File: src/rtl/int_div_sign_adapter.sv
// Signed-division wrapper around an unsigned iterative divider: converts operands to
// magnitudes on the way in and applies RISC-V DIV/REM sign rules on the way out.
module int_div_sign_adapter #(
  parameter int nbits     = 64,
  parameter int tag_depth = 2
) (
  input  logic               clk,
  input  logic               reset,

  input  logic               req_val,
  output logic               req_rdy,
  input  logic [2*nbits-1:0] req_msg,
  input  logic               req_signed,

  output logic               div_req_val,
  input  logic               div_req_rdy,
  output logic [2*nbits-1:0] div_req_msg,

  input  logic               div_resp_val,
  output logic               div_resp_rdy,
  input  logic [2*nbits-1:0] div_resp_msg,

  output logic               resp_val,
  input  logic               resp_rdy,
  output logic [2*nbits-1:0] resp_msg
);

  localparam int PW = $clog2(tag_depth);
  localparam int CW = $clog2(tag_depth + 1);

  // Tag bit positions: {neg_q, neg_r, div_zero}
  localparam int TAG_NEG_Q = 2;
  localparam int TAG_NEG_R = 1;

  logic [nbits-1:0]   w_dividend;
  logic [nbits-1:0]   w_divisor;
  logic               w_dvd_neg;
  logic               w_dvs_neg;
  logic               w_div_zero;
  logic [nbits-1:0]   w_dvd_mag;
  logic [nbits-1:0]   w_dvs_mag;
  logic [2:0]         w_tag_in;

  logic               w_full;
  logic               w_empty;
  logic               w_push;
  logic               w_resp_hs;
  logic               w_pop;
  logic [2:0]         w_head_tag;

  logic [nbits-1:0]   w_uq;
  logic [nbits-1:0]   w_ur;
  logic [nbits-1:0]   w_q;
  logic [nbits-1:0]   w_r;

  logic [2:0]         r_tags [tag_depth];
  logic [PW-1:0]      r_wr_ptr;
  logic [PW-1:0]      r_rd_ptr;
  logic [CW-1:0]      r_count;
  logic               r_resp_val;
  logic [2*nbits-1:0] r_resp_msg;

  // ---------------- request path (combinational) ----------------
  assign w_dividend = req_msg[nbits-1:0];
  assign w_divisor  = req_msg[2*nbits-1:nbits];
  assign w_dvd_neg  = req_signed & w_dividend[nbits-1];
  assign w_dvs_neg  = req_signed & w_divisor[nbits-1];
  assign w_div_zero = (w_divisor == '0);

  // MIN_INT negates to itself, which is the correct magnitude when read unsigned
  assign w_dvd_mag = w_dvd_neg ? -w_dividend : w_dividend;
  assign w_dvs_mag = w_dvs_neg ? -w_divisor  : w_divisor;

  // Divide-by-zero keeps the divider's all-ones quotient un-negated
  assign w_tag_in = {(w_dvd_neg ^ w_dvs_neg) & ~w_div_zero, w_dvd_neg, w_div_zero};

  assign w_full  = (r_count == CW'(tag_depth));
  assign w_empty = (r_count == '0);

  // Handshakes are forced low while reset is held so nothing leaks through
  assign div_req_val = req_val & ~w_full & ~reset;
  assign req_rdy     = div_req_rdy & ~w_full & ~reset;
  assign div_req_msg = {w_dvs_mag, w_dvd_mag};
  assign w_push      = req_val & req_rdy;

  // ---------------- sign-tag FIFO ----------------
  always_ff @(posedge clk) begin
    if (w_push) begin
      r_tags[r_wr_ptr] <= w_tag_in;
    end
  end

  always_ff @(posedge clk or posedge reset) begin
    if (reset) begin
      r_wr_ptr <= '0;
      r_rd_ptr <= '0;
      r_count  <= '0;
    end else begin
      if (w_push) begin
        r_wr_ptr <= r_wr_ptr + PW'(1);
      end
      if (w_pop) begin
        r_rd_ptr <= r_rd_ptr + PW'(1);
      end
      r_count <= r_count + CW'(w_push) - CW'(w_pop);
    end
  end

  // A response with no outstanding tag is a protocol error; fall back to a zero tag
  assign w_head_tag = w_empty ? 3'b000 : r_tags[r_rd_ptr];

  // ---------------- response path ----------------
  assign div_resp_rdy = ~r_resp_val | resp_rdy;
  assign w_resp_hs    = div_resp_val & div_resp_rdy;
  assign w_pop        = w_resp_hs & ~w_empty;

  assign w_uq = div_resp_msg[2*nbits-1:nbits];
  assign w_ur = div_resp_msg[nbits-1:0];
  assign w_q  = w_head_tag[TAG_NEG_Q] ? -w_uq : w_uq;
  assign w_r  = w_head_tag[TAG_NEG_R] ? -w_ur : w_ur;

  always_ff @(posedge clk or posedge reset) begin
    if (reset) begin
      r_resp_val <= 1'b0;
      r_resp_msg <= '0;
    end else if (w_resp_hs) begin
      r_resp_val <= 1'b1;
      r_resp_msg <= {w_q, w_r};
    end else if (resp_rdy) begin
      r_resp_val <= 1'b0;
    end
  end

  assign resp_val = r_resp_val;
  assign resp_msg = r_resp_msg;

  a_no_resp_without_tag: assert property (
    @(posedge clk) disable iff (reset) w_resp_hs |-> !w_empty
  );

endmodule

File: config.mk
export PLATFORM = sky130hd
export DESIGN_NAME = int_div_sign_adapter
export DESIGN_NICKNAME = d
export VERILOG_FILES = /design/src/rtl/int_div_sign_adapter.sv
export SDC_FILE = /design/constraint.sdc
export NUM_CORES = 1
export LEC_CHECK = 0
export CELL_PAD_IN_SITES_DETAIL_PLACEMENT = 2
export CELL_PAD_IN_SITES_GLOBAL_PLACEMENT = 2
export CORE_ASPECT_RATIO = 0.8
export CORE_MARGIN = 5
export CORE_UTILIZATION = 22
export CTS_BUF_LIST = sky130_fd_sc_hd__clkbuf_8
export DETAILED_ROUTE_END_ITERATION = 10
export PLACE_DENSITY_LB_ADDON = 0.1
export SLEW_MARGIN = 20
export SYNTH_ARGS = -nofsm -noshare
export SYNTH_HDL_FRONTEND = slang
export SYNTH_SLANG_ARGS = --single-unit
File: constraint.sdc
create_clock -name clk -period 5.6 [get_ports clk]
set_input_delay 1.12 -clock clk [delete_from_list [all_inputs] [get_ports clk]]
set_output_delay 1.12 -clock clk [all_outputs]
set_load 0.02 [all_outputs]
# ---- Word-level counts from Yosys, hierarchy flattened
# Memories as Yosys holds them, arrays and structs flattened.
# Cells that the tools add are included.
dict set report op_classes {
  addsub 8
  n_eq_ne 1
  mux 9
  n_bitwise 17
  n_reduce_logical 3
}
# cell n
set op_table {}
lappend op_table {{two-way mux 64 bit} 4}
lappend op_table {{negator 64 bit} 4}
lappend op_table {{zero test 64 bit} 1}
lappend op_table {{AND 1 bit} 10}
lappend op_table {{NOT 1 bit} 5}
lappend op_table {{two-way mux 1 bit} 4}
lappend op_table {{two-way mux 3 bit} 1}
lappend op_table {{adder 1 bit, second input constant} 2}
lappend op_table {{adder 2 x 1 -> 2 bit} 1}
lappend op_table {{== test 2 bit, second input constant} 1}
lappend op_table {{zero test 2 bit} 1}
lappend op_table {{nonzero test 2 bit} 1}
lappend op_table {{subtractor 2 x 1 -> 2 bit} 1}
lappend op_table {{bitwise OR 1 bit} 1}
lappend op_table {{bitwise XOR 1 bit} 1}
dict set report word_totals {
  register_bits 133
  ramBits 6
  in_bits 263
  out_inout_bits 260
  word_cells 44
  n_memories 1
}
# name words width read_ports rd_clocked_by_memory_dff wr line_no
set memory_table {}
lappend memory_table {r_tags 2 3 1 0 1 56} ;# logic [2:0] r_tags [tag_depth];

# ---- Depth between registers and ports, before layout
# Gate-level depths: netlist (run 1).
dict set report depth {
  word_depth 7
  depth_mapped 10
  depth_no_buf 8
}

# ---- Least setup slack after synthesis (run 1)
# OpenSTA, ideal clock, no wires.
dict set report synth_path {
  path_type {input-to-output}
  startpoint {in req_msg[30]}
  endpoint {out div_req_msg[49]}
  t_arrival_ns 3.451
  t_required_ns 4.480
  path_slack_ns 1.029
  cell_stages 7
  path_buffers 1
  path_cell_list {or4_1 > or4_1 > or4_1 > nor3_1 > buf_4 > a21oi_1 > xnor2_1}
}
dict set report synth_via {
  elab_chain_len 2
}
# element line_no
set synth_lines {}
lappend synth_lines {{start: declaration} 12} ;# input logic [2*nbits-1:0] req_msg,
lappend synth_lines {{negator 64 bit} 71} ;# assign w_dvd_mag = w_dvd_neg ? -w_dividend : w_dividend;
lappend synth_lines {{two-way mux 64 bit} 71}
lappend synth_lines {{end: declaration} 17} ;# output logic [2*nbits-1:0] div_req_msg,
# No other way between the ends.

# ---- Worst setup path in the final report (run 1)
dict set report layout_path {
  startpoint {in req_msg[30]}
  endpoint {out div_req_msg[52]}
}
# The elaborated chain is that of the path after synthesis.

==> results.md, run 1 <==
* Critical Path Sink Type: primary output
* DR pass1 iterations at 4
* Slew Limit Fails at 0
* Syn. warnings at 0
* Fin crit share at 98.3%
* Largest net degree at the start of global routing at 124
* Clk Latency, worst-skew pair at 0.47 ns
* RSZ-0062 raised after global routing: no
* PortBufs at 522
* DR WL/cell at 22.5 µm
* Clock Sinks at 137
* Min cycle time layout at 5.50 ns
* DIE AREA at 52500 µm²
* Via count at 12200
* Kind of critical path: in2out
* Hold Crit Depth at 2
* Layout fillers at 5356
* CTS clk-pin slew, worst paths at 0.09 ns
* Clk_skew at 0.0150 ns
* Number of synthesized flops with an enable pin at 4
* Die width at 255 µm
* Vertical die dimension at 206 µm
* Mean Syn Cell Area at 7.99 µm²
* Max Root-Sink Buffers at 2
* Place WS at 0.00199 ns
* Critical Path Source Type: input pin
* H-tree levels at 4
* Most frequent cells in the layout: clkdlybuf4s50_1 (498), nand2_1 (167), o21ai_0 (159)
* Num rows at 71
* Hpwl dp at 46200 µm
* Fmax at 182 MHz
* Post-synth cell types at 53
* CP arrival at 4.38 ns
* Slew headroom at 32.1%
* Outcome: finished, final reports clean
* Post-detailed-routing wire length at 56100 µm
* Number of global-route vias before repair at 13500
* Synthesized instance count at 1323
* Post-Syn Nets at 1592
* Share of layout cells above drive strength 1 at 6.21%
* # IOs at 523
* Main synth FF type: dfrtp_1
* Antenna violations before repair at 7
* Fin worst setup slack at 0.0968 ns
* Final Hold Vio Count at 0
* Req. time, crit path at 4.48 ns
* Nets@finish at 2124
* Worst-Margin Slew at 1.01 ns
* Clock root buffer: clkbuf_8
* Pleak at 0.00665 µW
* Gr usage total at 20.5%
* Reg2Reg Depth at 5
* Dpl cell area at 16800 µm²
* Cts bufs inserted at 17
* Final Cell Area at 17400 µm²
* Commonest non-fill, non-tap cell in the layout: clkdlybuf4s50_1
* MaxCap Viol Count at 0
* Yosys reg bits at 137
* CTS Hold Bufs at 0
* Grt total ovfl at 0
* Post-synthesis instance area at 10600 µm²
* Routability congestion estimate at 0.872
* Core area at 47300 µm²
* Worst vdd ir at 0.000126 V
* Seq/Total Area, Yosys at 32.6%
* CTS tree: built
* Async S/R FF share, synth at 97.1%
* Remaining antenna violation count at 0
* Hold Crit Class: reg2reg
* Cell area power density at 347 nW/µm²
* Global-route wire length before repair at 83300 µm
* Initial Utilization at 22.4%
* DR iter-0 viols at 507
* DR vias/cell at 4.87
* DRC viols at 0
* Critical path peak fanout at 10
* Final setup viols at 0
* Setup_tns at 0 ns
* Area Overhead vs Synth at 64.2%
==> worst paths after layout <==
check                                  start              end  slack, ns
max in group asynchronous              reset     resp_msg[49]       3.48
worst max-delay path             req_msg[30]  div_req_msg[52]        0.1
min in group asynchronous              reset      resp_msg[7]       1.14
worst max register to register      r_rd_ptr    resp_msg[112]       3.31
worst min register to register  resp_msg[76]     resp_msg[76]       0.48
worst min-delay path            resp_msg[76]     resp_msg[76]       0.48
==> routing by layer <==
layer / routed length, µm / vias up / global-route usage, %
met1: 23600 / 5989 / 24.9
met3: 3780 / 36 / 5.99
li1: - / 5811 / -
met5: 13 / - / 0
met2: 27900 / 314 / 36.0
met4: 878 / 2 / 4.61
==> per-stage QoR <==
step	utilization [%]	hold slack [ns]	std cells	total power, µW
after floorplan	-	0.461	1323	3310
after global placement	35.5	0.461	2455	4990
after detailed placement	35.5	0.470	2455	5060
after CTS	36.5	0.491	2487	6120
after global routing	36.7	0.512	2491	6400
final	36.7	0.485	2494	6020
==> cell usage after synthesis, drive strengths merged, types with 2 or more instances <==
cell / n / area share, %
nand2b: 12 / 0.71
and3: 2 / 0.12
or3: 23 / 1.4
a41oi: 11 / 0.91
inv: 23 / 0.82
and4: 2 / 0.17
a31oi: 42 / 2.5
xor2: 100 / 8.3
nand3: 14 / 0.66
edfxtp: 4 / 1.1
o21ai: 164 / 7.8
and2: 8 / 0.47
nor3b: 2 / 0.14
nand4b: 6 / 0.50
dfrtp: 133 / 31
o31ai: 39 / 2.8
or4: 27 / 2.1
buf: 13 / 0.67
mux2: 2 / 0.21
nor3: 57 / 2.8
or2: 3 / 0.18
nand4: 8 / 0.47
a21oi: 67 / 3.2
or4b: 2 / 0.19
nor4: 47 / 2.8
clkbuf: 54 / 1.9
o41ai: 18 / 2.0
nand2: 168 / 6.0
nor2b: 3 / 0.18
ha: 6 / 0.71
xnor2: 145 / 12
nor2: 106 / 3.8
nand3b: 2 / 0.14
nand4bb: 2 / 0.21
==> timing repair <==
action,4_1_cts,5_1_grt
cloned,0,0
pin swaps,0,0
buffers inserted,0,0
setup endpoints to repair,1,29
gates resized for setup,1,24
==> report_power, final <==
part / total [µW] / switching (µW) / leakage (µW) / internal (µW)
logic: 3400 / 1850 / 0.00475 / 1540
clock network: 1020 / 456 / 0.000236 / 565
registers: 1600 / 232 / 0.00166 / 1370
==> critical path, cell delays in order <==
cell and delay (ns):
clkdlybuf4s50_1 0.47, or4_1 0.58, or4_1 0.46, or4_1 0.47, nor2_2 0.18, buf_12 0.14
a21oi_1 0.08, xnor2_1 0.20, clkdlybuf4s50_1 0.67
==> final cells by class <==
cell class | count | area (µm²) | area share, %
Multi-Input combinational cell | 1096 | 6800 | 39.2
Tap cell | 620 | 776 | 4.47
Antenna cell | 6 | 15.0 | 0.0865
Timing Repair Buffer | 580 | 5750 | 33.1
Inverter | 23 | 91.3 | 0.526
Clock buffer | 20 | 275 | 1.59
Clock inverter | 12 | 196 | 1.13
Sequential cell | 137 | 3450 | 19.9
==> sequential cells by signal (all words and copies together) (netlist names) <==
name / cells
r_count: 2
r_rd_ptr: 1
r_tags: 4
r_wr_ptr: 1
resp_msg: 128
resp_val: 1
==> cell families (layout without fill, tap and decap cells) <==
| logic type | after synthesis | count (layout) | synth area share (%) |
|---|---|---|---|
| muxes | 3 | 3 | 0.308 |
| xor gates and xnor gates | 245 | 245 | 20.3 |
| other | 0 | 6 | 0 |
| DFF | 137 | 137 | 32.6 |
| AOI/OAI and AO/OA | 346 | 346 | 19.5 |
| adders and majority gates | 6 | 6 | 0.710 |
| and+or+nand+nor | 496 | 496 | 23.1 |
| buffers and inverters | 90 | 635 | 3.41 |
Note: power is estimated with default switching activity, not from simulation.
==> run 2: changes to the inputs <==
CTS_BUF_LIST = unset   (was sky130_fd_sc_hd__clkbuf_8)
SLEW_MARGIN = unset   (was 20)
==> run 2 against run 1 <==
Utilization is 0.37 points higher. Via count is 0.32% higher. Highest routed layer unchanged. Cell area rose by 1.0%. Critical path type unchanged. Critical path depth unchanged. Routed wire length grew 0.42%. Worst setup slack improved by 0.022 ns.
==> results.md, run 2 (synthesized netlist as in run 1, its figures left out) <==
* Fin crit share at 97.9% (-0.39 points)
* CTS Hold Bufs at 0 (unchanged)
* Hold Crit Depth at 2 (unchanged)
* Worst vdd ir at 0.000135 V (+7.2%)
* Flop pwr share at 25.4% (-1.2 points)
* Clock share of power at 20.8% (+3.8 points)
* Clk Latency, worst-skew pair at 0.44 ns (-0.03 ns)
* Die width at 255 µm (unchanged)
* MaxCap Viol Count at 0 (unchanged)
* Fmax at 182 MHz (+0.39%)
* Switching power at 2580 µW (+1.4%)
* CTS tree: built
* Kind of critical path: in2out
* Met1 GRT Util at 24.9% (+0.039 points)
* DR pass1 iterations at 4 (unchanged)
* Critical Path Source Type: input pin
* Nets@finish at 2123 (-0.047%)
* Final Hold Vio Count at 0 (unchanged)
* Cts bufs inserted at 17 (unchanged)
* Vertical die dimension at 206 µm (unchanged)
* Setup bufs post-CTS at 0 (unchanged)
* Commonest non-fill, non-tap cell in the layout: clkdlybuf4s50_1
* Worst-Margin Slew at 1.15 ns (+0.140 ns)
* Dpl cell area at 16800 µm² (unchanged)
* Critical path peak fanout at 10 (unchanged)
* Clock root buffer: clkbuf_16
* Cell Chain, Critical Path: clkdlybuf4s50_1 -> or4_1 -> or4_1 -> or4_1 -> nor2_2 -> buf_12 -> a21oi_1 -> xnor2_1 -> clkdlybuf4s50_1
* Reg2Reg Depth at 5 (unchanged)
* Area Overhead vs Synth at 65.9%
* Clock Sinks at 137 (unchanged)
* Initial Utilization at 22.4% (unchanged)
* DR iter-0 viols at 544 (+7.3%)
* Reg area at 3450 µm² (unchanged)
* Gr usage total at 20.6% (+0.11 points)
* Routability congestion estimate at 0.872 (unchanged)
* Pint at 3740 µW (+7.4%)
* Num rows at 71 (unchanged)
* Clk_skew at 0.0107 ns (-0.00425 ns)
* Final setup viols at 0 (unchanged)
* Share of layout cells above drive strength 1 at 6.16% (-0.050 points)
* Slew Limit Fails at 0 (unchanged)
* Max incr delay on CP at 0.67 ns (about the same)
* CTS clk-pin slew, worst paths at 0.06 ns (-0.03 ns)
* M2 GR Usage at 36.2% (+0.16 points)
* Hold Crit Class: reg2reg
* Layout fillers at 5324 (-0.60%)
* Most used cell, CP: or4_1
* Number of global-route vias before repair at 13600 (+0.35%)
* Req. time, crit path at 4.48 ns (about the same)
* Fin util at 37.1% (+0.37 points)
* Core area at 47300 µm² (unchanged)
* RSZ-0062 raised after global routing: no
* CP arrival at 4.36 ns (-0.02 ns)
* # IOs at 523 (unchanged)
* Remaining antenna violation count at 0 (unchanged)
* Most frequent cells in the layout: clkdlybuf4s50_1 (498), nand2_1 (167), o21ai_0 (159)
* Slew headroom at 22.7% (-9.3 points)
* Hpwl dp at 46200 µm (unchanged)
* Slowest cell on crit path: clkdlybuf4s50_1
* Critical Path Sink Type: primary output
* Final Cell Area at 17500 µm² (+1.0%)
* Antenna violations before repair at 8 (+1)
* PortBufs at 522 (unchanged)
* Pleak at 0.00672 µW (+1.1%)
* Outcome: finished, final reports clean
* DRC viols at 0 (unchanged)
* Max reg flops at 128 (unchanged)
* Switching share of power at 40.8% (-1.4 points)
* Max Root-Sink Buffers at 2 (unchanged)
* Multi-input combinational cell area at 6800 µm² (unchanged)
* Resized Gates After CTS at 1 (unchanged)
* Grt total ovfl at 0 (unchanged)
* Final hold slack at 0.479 ns (-0.00580 ns)
* GR peak layer: met2
* Largest net degree at the start of global routing at 124 (unchanged)
* Grt met3 use at 5.98% (-0.013 points)
* Gate power share at 53.7% (-2.7 points)
* Setup_tns at 0 ns (unchanged)
* Via count at 12200 (+0.32%)
* DR WL/cell at 22.6 µm (+0.46%)
* Global-route wire length before repair at 83700 µm (+0.48%)
* DIE AREA at 52500 µm² (unchanged)
* DR vias/cell at 4.89 (+0.36%)
* Min cycle time layout at 5.48 ns (-0.0216 ns)
* Post-detailed-routing wire length at 56400 µm (+0.42%)
* Cell area power density at 360 nW/µm² (+3.8%)
* H-tree levels at 4 (unchanged)
==> run 2: changes by cell type in the layout (fill, tap and decap cells not counted) <==
cell,delta
buf_8,-1
clkbuf_1,+1
clkbuf_16,+17
clkbuf_8,-17
inv_1,-1
==> run 2: path summary, 6_finish.rpt <==
check / startpoint / endpoint / slack [ns]
max in group asynchronous: reset / resp_msg[44] / 3.43
max reg2reg: r_rd_ptr / resp_msg[73] / 3.33
min reg2reg: resp_msg[76] / resp_msg[76] / 0.48
max: req_msg[30] / div_req_msg[52] / 0.12
min in group asynchronous: reset / resp_msg[8] / 1.18
min: resp_msg[76] / resp_msg[76] / 0.48
==> run 2: power by group through the flow <==
stage / Clock [µW] / Sequential (µW) / Combinational (µW)
3_3_place_gp: 0 / 1610 / 3390
5_1_grt: 1390 / 1660 / 3650
2_1_floorplan: 0 / 2030 / 1280
4_1_cts: 1360 / 1620 / 3460
6_report: 1310 / 1610 / 3390
3_5_place_dp: 0 / 1630 / 3430
==> run 2: layout make-up <==
cell class | instances | area share [%]
Antenna cell | 6 | 0.0857
Clock buffer | 21 | 2.68
Clock inverter | 11 | 1.10
Inverter | 23 | 0.521
Multi-Input combinational cell | 1096 | 38.8
Sequential cell | 137 | 19.7
Tap cell | 620 | 4.43
Timing Repair Buffer | 579 | 32.7
==> run 2: critical path: cells and delay by family <==
kind / cells / cell delay, ns
buffers and inverters: 3 / 1.27
XOR/XNOR: 1 / 0.20
AND/OR/NAND/NOR: 4 / 1.67
AO/OA/AOI/OAI: 1 / 0.08
==> run 2: layer usage <==
| metal | vias to the layer above | part of all wire [%] |
|---|---|---|
| met1 | 6021 | 42 |
| met3 | 43 | 6.5 |
| met5 | - | 0.023 |
| met4 | 2 | 1.7 |
| met2 | 314 | 50 |
| li1 | 5811 | - |
==> run 2: through the flow <==
| step | worst slack, ns | total power (µW) | instances |
|---|---|---|---|
| after floorplan | 0.926 | 3310 | 1323 |
| after global placement | 0.0539 | 4990 | 2455 |
| after detailed placement | 0.00199 | 5060 | 2455 |
| after CTS | 0.000941 | 6430 | 2487 |
| after global routing | 0.00325 | 6700 | 2491 |
| final | 0.118 | 6310 | 2493 |
